--- config.mk ---
export PLATFORM = sky130hd
export DESIGN_NAME = ps2_keycode_rx
export DESIGN_NICKNAME = d
export VERILOG_FILES = /design/src/rtl/ps2_keycode_rx.sv
export SDC_FILE = /design/constraint.sdc
export NUM_CORES = 1
export LEC_CHECK = 0
export ABC_AREA = 0
export ABC_CLOCK_PERIOD_IN_PS = 4300
export CORE_UTILIZATION = 45
export DETAILED_ROUTE_END_ITERATION = 7
export PLACE_DENSITY_LB_ADDON = 0.25
export SYNTH_ARGS = -nofsm -noshare
export SYNTH_HDL_FRONTEND = slang
export SYNTH_SLANG_ARGS = --single-unit
export TNS_END_PERCENT = 20
--- constraint.sdc ---
create_clock -name Clk -period 4.3 [get_ports Clk]
set_input_delay 0.645 -clock Clk [delete_from_list [all_inputs] [get_ports Clk]]
set_output_delay 0.645 -clock Clk [all_outputs]
set_load 0.02 [all_outputs]
--- src/rtl/ps2_keycode_rx.sv ---
// PS/2 set-2 keyboard receiver that tracks one held key and presents it as an HID usage ID.
// Frames are sampled on synchronised PS2_CLK falling edges; a decoder follows make/break/extended prefixes.
module ps2_keycode_rx #(
  parameter int TIMEOUT_CYCLES = 100000,
  parameter int TO_W           = 17
) (
  input  logic       Clk,
  input  logic       Reset_n,
  input  logic       PS2_CLK,
  input  logic       PS2_DAT,
  output logic [7:0] keycode,
  output logic [7:0] Scan_Code,
  output logic       Scan_Valid,
  output logic       Frame_Err
);

  typedef enum logic [1:0] {IDLE, DATA, PARITY, STOP} rx_state_t;
  typedef enum logic [1:0] {NORMAL, BRK, EXT, EXT_BRK} dec_state_t;

  localparam logic [TO_W-1:0] TO_MAX = TO_W'(TIMEOUT_CYCLES - 1);

  // bit 0 carries PS2_CLK, bit 1 carries PS2_DAT
  logic [1:0]      meta_reg;
  logic [1:0]      sync_reg;
  logic            ps2_clk_dly_reg;

  rx_state_t       rx_state_reg, rx_state_next;
  logic [2:0]      bit_cnt_reg, bit_cnt_next;
  logic [7:0]      shift_reg, shift_next;
  logic            parity_reg, parity_next;
  logic [TO_W-1:0] to_cnt_reg, to_cnt_next;

  dec_state_t      dec_state_reg, dec_state_next;
  logic [7:0]      keycode_reg, keycode_next;
  logic [7:0]      scan_code_reg, scan_code_next;
  logic            scan_valid_reg, scan_valid_next;
  logic            frame_err_reg, frame_err_next;

  logic            ps2_dat_s;
  logic            fall_edge;
  logic            accept_byte;
  logic [8:0]      map_res;

  function automatic logic [8:0] map_key(input logic [7:0] code);
    case (code)
      8'h1C:   map_key = {1'b1, 8'h04};
      8'h23:   map_key = {1'b1, 8'h07};
      8'h1B:   map_key = {1'b1, 8'h16};
      8'h1D:   map_key = {1'b1, 8'h1A};
      8'h29:   map_key = {1'b1, 8'h2C};
      8'h5A:   map_key = {1'b1, 8'h28};
      default: map_key = 9'h000;
    endcase
  endfunction

  assign ps2_dat_s = sync_reg[1];
  assign fall_edge = ps2_clk_dly_reg & ~sync_reg[0];
  assign map_res   = map_key(shift_reg);

  always_ff @(posedge Clk or negedge Reset_n) begin
    if (!Reset_n) begin
      meta_reg        <= 2'b11;
      sync_reg        <= 2'b11;
      ps2_clk_dly_reg <= 1'b1;
      rx_state_reg    <= IDLE;
      bit_cnt_reg     <= '0;
      shift_reg       <= '0;
      parity_reg      <= 1'b0;
      to_cnt_reg      <= '0;
      dec_state_reg   <= NORMAL;
      keycode_reg     <= '0;
      scan_code_reg   <= '0;
      scan_valid_reg  <= 1'b0;
      frame_err_reg   <= 1'b0;
    end else begin
      meta_reg        <= {PS2_DAT, PS2_CLK};
      sync_reg        <= meta_reg;
      ps2_clk_dly_reg <= sync_reg[0];
      rx_state_reg    <= rx_state_next;
      bit_cnt_reg     <= bit_cnt_next;
      shift_reg       <= shift_next;
      parity_reg      <= parity_next;
      to_cnt_reg      <= to_cnt_next;
      dec_state_reg   <= dec_state_next;
      keycode_reg     <= keycode_next;
      scan_code_reg   <= scan_code_next;
      scan_valid_reg  <= scan_valid_next;
      frame_err_reg   <= frame_err_next;
    end
  end

  always_comb begin
    rx_state_next   = rx_state_reg;
    bit_cnt_next    = bit_cnt_reg;
    shift_next      = shift_reg;
    parity_next     = parity_reg;
    to_cnt_next     = to_cnt_reg;
    dec_state_next  = dec_state_reg;
    keycode_next    = keycode_reg;
    scan_code_next  = scan_code_reg;
    scan_valid_next = 1'b0;
    frame_err_next  = 1'b0;
    accept_byte     = 1'b0;

    // Saturating inactivity counter; only meaningful inside a frame
    if (rx_state_reg == IDLE || fall_edge) begin
      to_cnt_next = '0;
    end else if (to_cnt_reg != TO_MAX) begin
      to_cnt_next = to_cnt_reg + 1'b1;
    end

    case (rx_state_reg)
      IDLE: begin
        if (fall_edge && !ps2_dat_s) begin
          rx_state_next = DATA;
          bit_cnt_next  = '0;
        end
      end
      DATA: begin
        if (fall_edge) begin
          shift_next   = {ps2_dat_s, shift_reg[7:1]};
          bit_cnt_next = bit_cnt_reg + 3'd1;
          if (bit_cnt_reg == 3'd7) begin
            rx_state_next = PARITY;
          end
        end
      end
      PARITY: begin
        if (fall_edge) begin
          parity_next   = ps2_dat_s;
          rx_state_next = STOP;
        end
      end
      STOP: begin
        if (fall_edge) begin
          rx_state_next = IDLE;
          if ((^{shift_reg, parity_reg}) && ps2_dat_s) begin
            accept_byte = 1'b1;
          end else begin
            frame_err_next = 1'b1;
          end
        end
      end
      default: rx_state_next = IDLE;
    endcase

    if (rx_state_reg != IDLE && !fall_edge && to_cnt_reg == TO_MAX) begin
      rx_state_next  = IDLE;
      frame_err_next = 1'b1;
    end

    if (accept_byte) begin
      scan_code_next  = shift_reg;
      scan_valid_next = 1'b1;
      dec_state_next  = NORMAL;
      case (dec_state_reg)
        NORMAL: begin
          if (shift_reg == 8'hF0) begin
            dec_state_next = BRK;
          end else if (shift_reg == 8'hE0) begin
            dec_state_next = EXT;
          end else if (map_res[8]) begin
            keycode_next = map_res[7:0];
          end
        end
        BRK: begin
          // Releasing an older key must not clear a newer held key
          if (map_res[8] && map_res[7:0] == keycode_reg) begin
            keycode_next = 8'h00;
          end
        end
        EXT: begin
          if (shift_reg == 8'hF0) begin
            dec_state_next = EXT_BRK;
          end
        end
        default: dec_state_next = NORMAL;
      endcase
    end else if (frame_err_next) begin
      dec_state_next = NORMAL;
    end
  end

  assign keycode    = keycode_reg;
  assign Scan_Code  = scan_code_reg;
  assign Scan_Valid = scan_valid_reg;
  assign Frame_Err  = frame_err_reg;

endmodule
### Yosys cells after proc, flatten, opt, wreduce, memory -nomap -nowiden

Index checks and enable logic that the tools add are counted.

* equality and inequality tests: 28
* bitwise operators: 2
* multiplexer cells: 32
* $add $sub $neg: 2
* reductions and logical operators: 21

Operators by type and width (number)
* $pmux W9 S6: 1
* $mux W17: 2
* $mux W8: 4
* $eq A8 B5 Y1 const B: 3
* $mux W2: 11
* $add A17 B1 Y17 const B: 1
* $eq A17 B17 Y1 const B: 1
* $ne A17 B17 Y1 const B: 1
* $eq A8 B6 Y1 const B: 2
* $eq A8 B8 Y1 const B: 2
* $pmux W8 S2: 1
* $ne A3 B3 Y1 const B: 4
* $ne A2 B2 Y1 const B: 5
* $reduce_bool A2 Y1: 5
* $reduce_xor A9 Y1: 1
* $eq A8 B7 Y1 const B: 1
* $eq A8 B8 Y1: 1
* $mux W1: 8
* $pmux W2 S4: 1
* $eq A2 B2 Y1 const B: 3
* $mux W3: 2
* $pmux W3 S2: 1
* $reduce_and A6 Y1: 1
* $logic_and A1 B1 Y1: 5
* other kinds (14): 18

* word-level logic and storage cells: 98
* output and inout port bits: 18
* register bits: 56
* input port bits: 4

### Depth between registers and ports, before layout

Gate-level depths: netlist of the first run.

* word-level depth: 8
* mapped depth: 8
* gate-level depth less buffers: 8

### Worst setup path after synthesis of the first run

OpenSTA, ideal clock, no wires.

* path kind: register to register
* start: register shift_reg[1]
* end: register keycode_reg[0], in the netlist keycode[0]
* clock period less this slack: 2223 ps
* path buffers: 1
* setup time: 125 ps
* required time: 4175 ps
* stages on the path, launching flop included: 7
* arrival time: 2098 ps
* slack: 2077 ps
* cell sequence: dfrtp_1 xor2_1 xnor3_1 mux2i_1 buf_4 a221oi_4 mux2_2

* cells in the longest elaborated chain, start to end: 6
* elaborated cells between the ends (all ways): 25
* those cells by class: eq/ne (13); mux (8); reduce/logical (4)

RTL lines
* from (decl): line 29 `logic [7:0] shift_reg, shift_next;`
* from (signal assigned): line 81 `shift_reg <= shift_next;`
* $eq A8 B7 Y1 (tied with other cells): line 45 `case (code)`
* $pmux W9 S6 / $logic_and A1 B1 Y1 (equally long branches): line 45, 137
* $eq A8 B8 Y1 (tied with other cells): line 168 `if (map_res[8] && map_res[7:0] == keycode_reg) begin`
* $logic_and A1 B1 Y1 (tied with other cells): line 168
* $ne A2 B2 Y1 (no line) (tied with other cells)
* $reduce_and A6 Y1 (no line) / $pmux W8 S2 (equally long branches)
* to (signal assigned): line 85 `keycode_reg <= keycode_next;`
* to (decl): line 34 `logic [7:0] keycode_reg, keycode_next;`

Several ways; a longest one is shown, not always the timed one. The select of a mux whose other input is x is not followed.
A chain may end at the register's enable or synchronous reset.

### Final worst setup path of the first run

* start: register shift_reg[1]
* end: register dec_state_reg[1]

* cells in the longest elaborated chain, start to end: 7
* elaborated cells between the ends (all ways): 17
* those cells by class: eq/ne (2); mux (12); reduce/logical (3)

RTL lines
* $reduce_xor A9 Y1: line 137 `if ((^{shift_reg, parity_reg}) && ps2_dat_s) begin`
* $logic_and A1 B1 Y1: line 137
* $mux W1: line 137
* $mux W1: line 135 `if (fall_edge) begin`
* $mux W1: line 112 `case (rx_state_reg)`
* $mux W1: line 147 `if (rx_state_reg != IDLE && !fall_edge && to_cnt_reg == TO_MAX) begin`
* $reduce_bool A2 Y1 (no line)
* to (signal assigned): line 84 `dec_state_reg <= dec_state_next;`
* to (decl): line 33 `dec_state_t dec_state_reg, dec_state_next;`

Several ways; a longest one is shown, not always the timed one.

==> flow_summary.json, run 1 <==
{
  "outcome": "finished, final reports clean",
  "grt-ovfl-total": 0,
  "grt_pass1_vias": 1911,
  "numClockSinks": 54,
  "grt_max_degree": 55,
  "viasPerCell": 5.50,
  "syn_area_mm2": 0.00292,
  "period_needed_ps": 2580,
  "cp_max_fo": 14,
  "arrival_ps": 2800,
  "post_cts_buffers": 0,
  "die_area_mm2": 0.00681,
  "setup_viol": 0,
  "numCtsBuffers": 5,
  "hold_viol_final": 0,
  "drive_above_1_share_pct": 15.9,
  "critPathLaunchType": "flip-flop",
  "fin_tns_setup_ps": 0,
  "synth_edf_count": 0,
  "period_share_pct": 59.9,
  "wirelength_um": 5260,
  "end_kind": "flip-flop",
  "p_leak_nw": 1.39,
  "antenna_found_initial": 0,
  "ant_nets": 0,
  "report.final.slew_viol_count": 0,
  "diodes": 0,
  "dpl.hpwl_um": 3600,
  "hold_path_class": "flip-flop to flip-flop",
  "placeableCoreArea_mm2": 0.00610,
  "fmax_ghz": 0.388,
  "final_util_pct": 53.3,
  "drt-initial-drc-count": 129,
  "yosysUniqueCellTypes": 50,
  "vias": 2040,
  "rows": 28,
  "clk_pin_slew_ps": 90,
  "cts_root_buffer": "clkbuf_8",
  "fp.dieH_um": 82.5,
  "syn_area_per_cell_um2": 10.4,
  "io_pins": 22,
  "ys.flop_type": "dfrtp_1",
  "gp_congestion": 0.794,
  "largest_register_ffs": 17,
  "die_width_um": 82.5,
  "port_buffers": 19,
  "yosys.area.top_type": "dfrtp_1",
  "irDropWorstVdd_v": 0.000237,
  "maxCapViolCount": 0,
  "rsz0062_at_grt": "no",
  "clkLatencyLatePin_ps": 300,
  "cp.required_ps": 4530,
  "drc_errors": 0,
  "grt_pass1_wl_um": 9270,
  "yosysWarnings": 0,
  "total_power_mw": 1.43,
  "ys_seq_elements": 54,
  "track_usage_pct": 17.9,
  "synth_area_leaders": "dfrtp_1 (42%), mux2_2 (8.5%), dfstp_2 (4.5%), nor2_1 (3.6%), xnor2_1 (3.3%)",
  "tightest_slew_ps": 678,
  "first_pass_iters": 4,
  "syn_to_final_growth_pct": 11.4,
  "critical_path_class": "flip-flop to flip-flop",
  "async_flop_share_pct": 100,
  "clk_path_buf_depth": 2,
  "netlist_instances": 280,
  "final_nets": 306,
  "ys_seq_area_share_pct": 46.5,
  "postCtsHoldBufs": 0,
  "htree_num_levels": 2,
  "synth_top_cell_area_share_pct": 42.0,
  "fin_skew_ps": 3.30,
  "post_cts_resized": 0,
  "power_density_mw_per_mm2": 440,
  "initial_core_util_pct": 47.9,
  "cts_tree": "done",
  "max-slew-margin-rel_pct": 54.8,
  "detail_route.wl_per_cell_um": 14.2
}
-- cell usage in the layout, fill, tap and decap left out, types with 3 or more instances in the layout --
| cell | n |
|---|---|
| dfrtp_1 | 49 |
| nor2_1 | 28 |
| nand2_1 | 22 |
| mux2_2 | 22 |
| clkdlybuf4s50_1 | 18 |
| o21ai_0 | 12 |
| xnor2_1 | 11 |
| nor2b_1 | 9 |
| inv_1 | 8 |
| nand3_1 | 8 |
| nor3_1 | 8 |
| a21oi_1 | 7 |
| ha_1 | 7 |
| xor2_1 | 6 |
| nand2b_1 | 6 |
| nand4_1 | 6 |
| clkbuf_8 | 5 |
| dfstp_2 | 5 |
| mux2i_1 | 4 |
| nand4b_1 | 3 |
| and3_1 | 3 |
| or3_1 | 3 |
| nor3b_1 | 3 |
| a31oi_1 | 3 |
-- cell usage after synthesis (2+ instances only) --
cell / number
a21oi_1: 7
a31oi_1: 3
a32o_1: 2
and3_1: 3
and4bb_2: 2
buf_2: 4
buf_4: 4
clkbuf_1: 6
dfrtp_1: 49
dfstp_2: 5
ha_1: 7
inv_1: 8
mux2_2: 22
mux2i_1: 4
nand2_1: 22
nand2b_1: 6
nand3_1: 8
nand4_1: 6
nand4b_1: 3
nor2_1: 28
nor2b_1: 9
nor3_1: 8
nor3b_1: 3
o211ai_1: 2
o21ai_0: 12
o22ai_1: 2
or2_2: 2
or3_1: 3
or4_1: 2
or4b_2: 2
xnor2_1: 11
xnor3_1: 2
xor2_1: 6
-- where the power goes --
group	total (mW)	internal (mW)	switching (mW)
clock	0.337	0.175	0.163
sequential	0.686	0.576	0.110
combinational	0.406	0.206	0.201
-- final cells by class --
cell class	count	area [µm²]
fillers	534	2850
multi-input cells	205	1460
flip-flops and latches	54	1360
repair buffers	21	200
well taps	75	93.8
clock buffers	7	76.3
clock inverters	1	30.0
inverters	8	30.0
-- worst max-delay path, cell delays in order, from the launching register on --
cell and delay [ps]:
dfrtp_1 590, xor2_1 310, xnor3_1 500, mux2i_1 210, or2_0 270, or3b_2 460, o211ai_1 170
-- cells by family after synthesis --
| logic type | synth area share (%) |
|---|---|
| and+or+nand+nor | 22.5 |
| DFF | 46.5 |
| AOI/OAI and AO/OA | 7.80 |
| muxes | 9.86 |
| buffers and inverters | 3.52 |
| xor gates and xnor gates | 6.65 |
| adders and majority gates | 3.00 |
| other | 0.129 |
-- path summary, 6_finish.rpt --
kind	start	cells past startpoint	slack, ps	to
worst max-delay path	shift_reg[1]$_DFFE_PN0P_	6	1720	dec_state_reg[1]$_DFFE_PN0P_
worst min-delay path	meta_reg[0]$_DFF_PN1_	0	360	sync_reg[0]$_DFF_PN1_
worst max register to register	shift_reg[1]$_DFFE_PN0P_	6	1720	dec_state_reg[1]$_DFFE_PN0P_
worst min register to register	meta_reg[0]$_DFF_PN1_	0	360	sync_reg[0]$_DFF_PN1_
max in group asynchronous	Reset_n	2	3400	Scan_Code[1]$_DFFE_PN0P_
min in group asynchronous	Reset_n	2	450	keycode[4]$_DFFE_PN0P_
-- stage by stage --
stage,instances,hold WS (ps),setup WS [ps],cell area (µm²)
finish,371,362,1720,3250
global route,371,367,1580,3250
CTS,371,364,1730,3250
detailed placement,363,349,1780,3140
global placement,363,347,1800,3140
floorplan,281,345,2080,2920
-- per-layer routing --
metal  vias to the layer above  wire [µm]  global-route usage, %
met5                         -          0                      0
met4                         0         69                   6.03
met3                         6        147                   3.52
met2                        23       2330                   26.3
met1                      1006       2710                   26.3
li1                       1005          -                      -
Power figures use the tool's default switching activity.
==> run 2, diff against run 1 <==
ABC_CLOCK_PERIOD_IN_PS = 2600   (was 4300)
clock period = 2.6 ns   (was 4.3 ns; I/O delays follow)
==> run 2 against run 1 <==
Compared with the run above:
- clock skew grew 3.2 ps
- critical path type unchanged
- design area rose by 2.3%
- clock power is 50% higher
- final cell count up 2.7%
- sequential power grew 59%
- fmax up 6.8%
- sequential share of layout area is 0.96 points lower
- largest power group unchanged
==> flow_summary.json, run 2 (synthesis gave the netlist of run 1 again) <==
{
  "outcome": "finished, final reports clean",
  "clk_pin_slew_ps": 100,
  "r2r_slack_ps": 190,
  "drive_above_1_share_pct": 19.0,
  "path_delay_family": "compound AO/OA/AOI/OAI gates",
  "r2r-end": "keycode[0]$_DFFE_PN0P_",
  "timing.rr.start": "shift_reg[5]$_DFFE_PN0P_",
  "critical_path_class": "flip-flop to flip-flop",
  "nFillCells": 558,
  "setup_ws_ps": 188,
  "initial_core_util_pct": 47.9,
  "instances_no_fill": 381,
  "report.final.slew_viol_count": 0,
  "post_cts_buffers": 0,
  "pre_cts_slack_ps": 239,
  "grt-ovfl-total": 0,
  "cpPeakStageDelay_ps": 510,
  "port_buffers": 19,
  "end_kind": "flip-flop",
  "antenna_found_initial": 0,
  "diodes": 0,
  "gp_congestion": 0.811,
  "rows": 28,
  "setup_viol": 0,
  "hold_viol_final": 0,
  "clk_path_buf_depth": 2,
  "irDropWorstVdd_v": 0.000399,
  "final_common_cell": "dfrtp_1",
  "arrival_ps": 2620,
  "track_usage_pct": 18.2,
  "drt-initial-drc-count": 127,
  "power_density_mw_per_mm2": 711,
  "cp_max_fo": 9,
  "cts_tree": "done",
  "final_cell_mix": "dfrtp_1 (49), nor2_1 (28), nand2_1 (22), mux2_2 (22), clkdlybuf4s50_1 (18)",
  "fmax_ghz": 0.415,
  "grt_pass1_wl_um": 9410,
  "rsz0062_at_grt": "no",
  "clkLatencyLatePin_ps": 310,
  "io_pins": 22,
  "postCtsHoldBufs": 0,
  "rr_worst_depth": 6,
  "viasPerCell": 5.43,
  "syn_to_final_growth_pct": 14.0,
  "post_cts_resized": 0,
  "tightest_slew_ps": 643,
  "postLayoutCellArea_mm2": 0.00333,
  "placeableCoreArea_mm2": 0.00610,
  "critical_path_buf_inv_count": 0,
  "first_pass_iters": 4,
  "maxCapViolCount": 0,
  "final_nets": 316,
  "ant_nets": 0,
  "die_area_mm2": 0.00681,
  "critPathLaunchType": "flip-flop",
  "wirelength_um": 5420,
  "period_needed_ps": 2410,
  "fin_skew_ps": 6.55,
  "numClockSinks": 54,
  "grt_pass1_vias": 1986,
  "drc_errors": 0,
  "period_share_pct": 92.8,
  "cp.required_ps": 2800,
  "fin_tns_setup_ps": 0,
  "hold_path_class": "input port to async pin",
  "largest_register_ffs": 17,
  "cp_cell_sequence": "nor2b_4 -> or4b_1 -> a21oi_1 -> o22ai_1 -> a221oi_4 -> mux2_2",
  "place_area_mm2": 0.00323,
  "grt_max_degree": 29,
  "cts_root_buffer": "clkbuf_8",
  "max-slew-margin-rel_pct": 57.1,
  "place_inst": 373,
  "detail_route.wl_per_cell_um": 14.2,
  "numCtsBuffers": 5,
  "p_leak_nw": 1.44,
  "htree_num_levels": 2,
  "die_width_um": 82.5,
  "cpMaxStageDelayCell": "dfrtp_1",
  "vias": 2067,
  "dpl.hpwl_um": 3860,
  "fp.dieH_um": 82.5
}
[run 2: cell types whose count changed in the layout (fill, tap and decap cells not counted)]
cell and change:
buf_12 +1, bufinv_16 -1, inv_6 +1, buf_4 +9
clkbuf_8 +1, clkbuf_1 -1
[run 2: report_power, final]
part           switching [mW]  internal [mW]  total (mW)
logic                   0.384          0.382       0.766
clock network           0.283          0.221       0.504
registers               0.139          0.954        1.09
[run 2: final cells by class]
cell class              count  area, µm²  share of cell area [%]
well taps                  75       93.8                    2.82
clock buffers               7       86.3                    2.60
flip-flops and latches     54       1360                    40.8
multi-input cells         205       1460                    43.9
inverters                   8       30.0                   0.903
repair buffers             31        288                    8.65
clock inverters             1       8.76                   0.263
[run 2: routing by layer]
layer / routed length (µm) / track usage, %
met5: 0 / 0
met1: 2810 / 26.9
met2: 2350 / 26.7
met4: 67 / 5.00
met3: 183 / 3.85
[run 2: worst max path at each step]
stage | startpoint | end | slack [ps] | depth (start not counted)
floorplan | shift_reg[1]$_DFFE_PN0P_ | keycode[0]$_DFFE_PN0P_ | 380 | 6
global placement | shift_reg[5]$_DFFE_PN0P_ | keycode[3]$_DFFE_PN0P_ | 250 | 6
detailed placement | shift_reg[5]$_DFFE_PN0P_ | keycode[1]$_DFFE_PN0P_ | 240 | 6
CTS | shift_reg[5]$_DFFE_PN0P_ | keycode[0]$_DFFE_PN0P_ | 180 | 6
global route | shift_reg[4]$_DFFE_PN0P_ | keycode[4]$_DFFE_PN0P_ | 30 | 6
finish | shift_reg[5]$_DFFE_PN0P_ | keycode[0]$_DFFE_PN0P_ | 190 | 6
[run 2: stage by stage]
| stage | total power [mW] | utilization [%] | hold WS (ps) |
|---|---|---|---|
| after detailed placement | 1.88 | 53.0 | 355 |
| after floorplan | 1.67 | - | 94.4 |
| after CTS | 2.39 | 54.6 | 114 |
| final | 2.36 | 54.6 | 89.0 |
| after global routing | 2.52 | 54.6 | 137 |
| after global placement | 1.87 | 53.0 | 348 |
==> run 3, diff against run 2 <==
CTS_BUF_LIST = sky130_fd_sc_hd__clkbuf_4   (was not set)
PLACE_DENSITY_LB_ADDON = not set   (was 0.25)
RECOVER_POWER = 50   (was not set)
==> run 3 against run 2 <==
Compared with the run above:
- wire length shrank 1.2%
- setup slack got worse by 15 ps
- global-route usage down 0.19 points
- critical path type unchanged
- largest cell class unchanged
- largest power group unchanged
==> flow_summary.json, run 3 (synthesis gave the netlist of run 1 again) <==
{
  "outcome": "finished, final reports clean",
  "period_share_pct": 93.4,
  "setup_viol": 0,
  "die_width_um": 82.5,
  "initial_core_util_pct": 47.9,
  "numClockSinks": 54,
  "final_nets": 318,
  "post_cts_buffers": 0,
  "clk_path_buf_depth": 2,
  "numCtsBuffers": 5,
  "cpMaxStageDelayCell": "or4b_1",
  "drt-initial-drc-count": 158,
  "rows": 28,
  "cts_tree": "done",
  "htree_num_levels": 2,
  "p_leak_nw": 1.44,
  "grt_max_degree": 55,
  "maxCapViolCount": 0,
  "final_cell_mix": "dfrtp_1 (49), nor2_1 (28), nand2_1 (22), mux2_2 (22), clkdlybuf4s50_1 (16)",
  "end_kind": "flip-flop",
  "place_area_mm2": 0.00324,
  "fin_tns_setup_ps": 0,
  "critPathLaunchType": "flip-flop",
  "final_common_cell": "dfrtp_1",
  "port_buffers": 19,
  "antenna_found_initial": 0,
  "hold_viol_final": 0,
  "tightest_slew_ps": 1300,
  "rsz0062_at_grt": "no",
  "drc_errors": 0,
  "fp.dieH_um": 82.5,
  "power_density_mw_per_mm2": 709,
  "hold_path_class": "flip-flop to flip-flop",
  "track_usage_pct": 18.0,
  "die_area_mm2": 0.00681,
  "clkLatencyLatePin_ps": 370,
  "total_power_mw": 2.35,
  "cp_max_fo": 10,
  "grt_pass1_vias": 2048,
  "cts_root_buffer": "clkbuf_4",
  "instances_no_fill": 383,
  "cp_cell_sequence": "buf_4 -> nand3b_1 -> or4b_1 -> a21oi_1 -> o22ai_1 -> a221oi_4 -> mux2_2",
  "diodes": 0,
  "first_pass_iters": 6,
  "detail_route.wl_per_cell_um": 14.0,
  "placeableCoreArea_mm2": 0.00610,
  "nFillCells": 560,
  "gp_congestion": 0.814,
  "grt-ovfl-total": 0,
  "post_cts_resized": 0,
  "largest_register_ffs": 17,
  "regArea_mm2": 0.00136,
  "syn_to_final_growth_pct": 13.7,
  "postLayoutCellArea_mm2": 0.00332,
  "clk_pin_slew_ps": 160,
  "multiInputGateArea_mm2": 0.00146,
  "io_pins": 22,
  "wirelength_um": 5350,
  "critical_path_class": "flip-flop to flip-flop",
  "max-slew-margin-rel_pct": 13.4,
  "fin_skew_ps": 9.70,
  "dpl.hpwl_um": 3830,
  "vias": 2080,
  "arrival_ps": 2700,
  "irDropWorstVdd_v": 0.000399,
  "ant_nets": 0,
  "viasPerCell": 5.43,
  "path_delay_family": "compound AO/OA/AOI/OAI gates",
  "cpPeakStageDelay_ps": 490,
  "report.final.slew_viol_count": 0,
  "fmax_ghz": 0.412,
  "grt_pass1_wl_um": 9370,
  "critical_path_buf_inv_count": 1,
  "drive_above_1_share_pct": 18.8,
  "place_inst": 374,
  "cp.required_ps": 2870,
  "period_needed_ps": 2430
}
## run 3: final timing paths
check / start / slack [ps] / cells after the start / end
max: shift_reg[1]$_DFFE_PN0P_ / 170 / 7 / keycode[0]$_DFFE_PN0P_
min reg2reg: meta_reg[1]$_DFF_PN1_ / 370 / 0 / sync_reg[1]$_DFF_PN1_
min in group asynchronous: Reset_n / 880 / 3 / keycode[1]$_DFFE_PN0P_
min: meta_reg[1]$_DFF_PN1_ / 370 / 0 / sync_reg[1]$_DFF_PN1_
max reg2reg: shift_reg[1]$_DFFE_PN0P_ / 170 / 7 / keycode[0]$_DFFE_PN0P_
max in group asynchronous: Reset_n / 930 / 3 / to_cnt_reg[7]$_DFFE_PN0N_
## run 3: power breakdown
part           switching (mW)  total (mW)  leakage [nW]  internal, mW
sequential              0.143        1.10         0.724         0.953
combinational           0.386       0.774         0.670         0.389
clock                   0.275       0.483        0.0458         0.208
total                   0.803        2.35          1.44          1.55
## run 3: timing repair
action | 4_1_cts | 5_1_grt
endpoints found under the setup margin | 0 | 2
hold buffers | 1 | 0
hold endpoints to repair | 49 | 0
## run 3: area by class of cell
type,count,share of cell area (%)
flip-flops and latches,54,40.9
clock inverters,3,1.43
repair buffers,33,8.75
clock buffers,5,1.13
inverters,8,0.905
multi-input cells,205,44.0
well taps,75,2.83
## run 3: routing by layer
layer	global-route usage, %	vias up	wire, µm	share of wire (%)
met3	3.19	7	152	2.8
met5	0	-	0	0
li1	-	1030	-	-
met1	24.5	1007	2690	50
met2	29.0	36	2450	46
met4	5.69	0	58	1.1
## run 3: metrics by stage
| step | util (%) | hold slack, ps | setup slack (ps) |
|---|---|---|---|
| after CTS | 54.7 | 365 | 142 |
| after detailed placement | 53.1 | 348 | 181 |
| after floorplan | - | 94.4 | 377 |
| final | 54.4 | 369 | 173 |
| after global routing | 54.4 | 368 | 4.94 |
| after global placement | 53.1 | 347 | 185 |
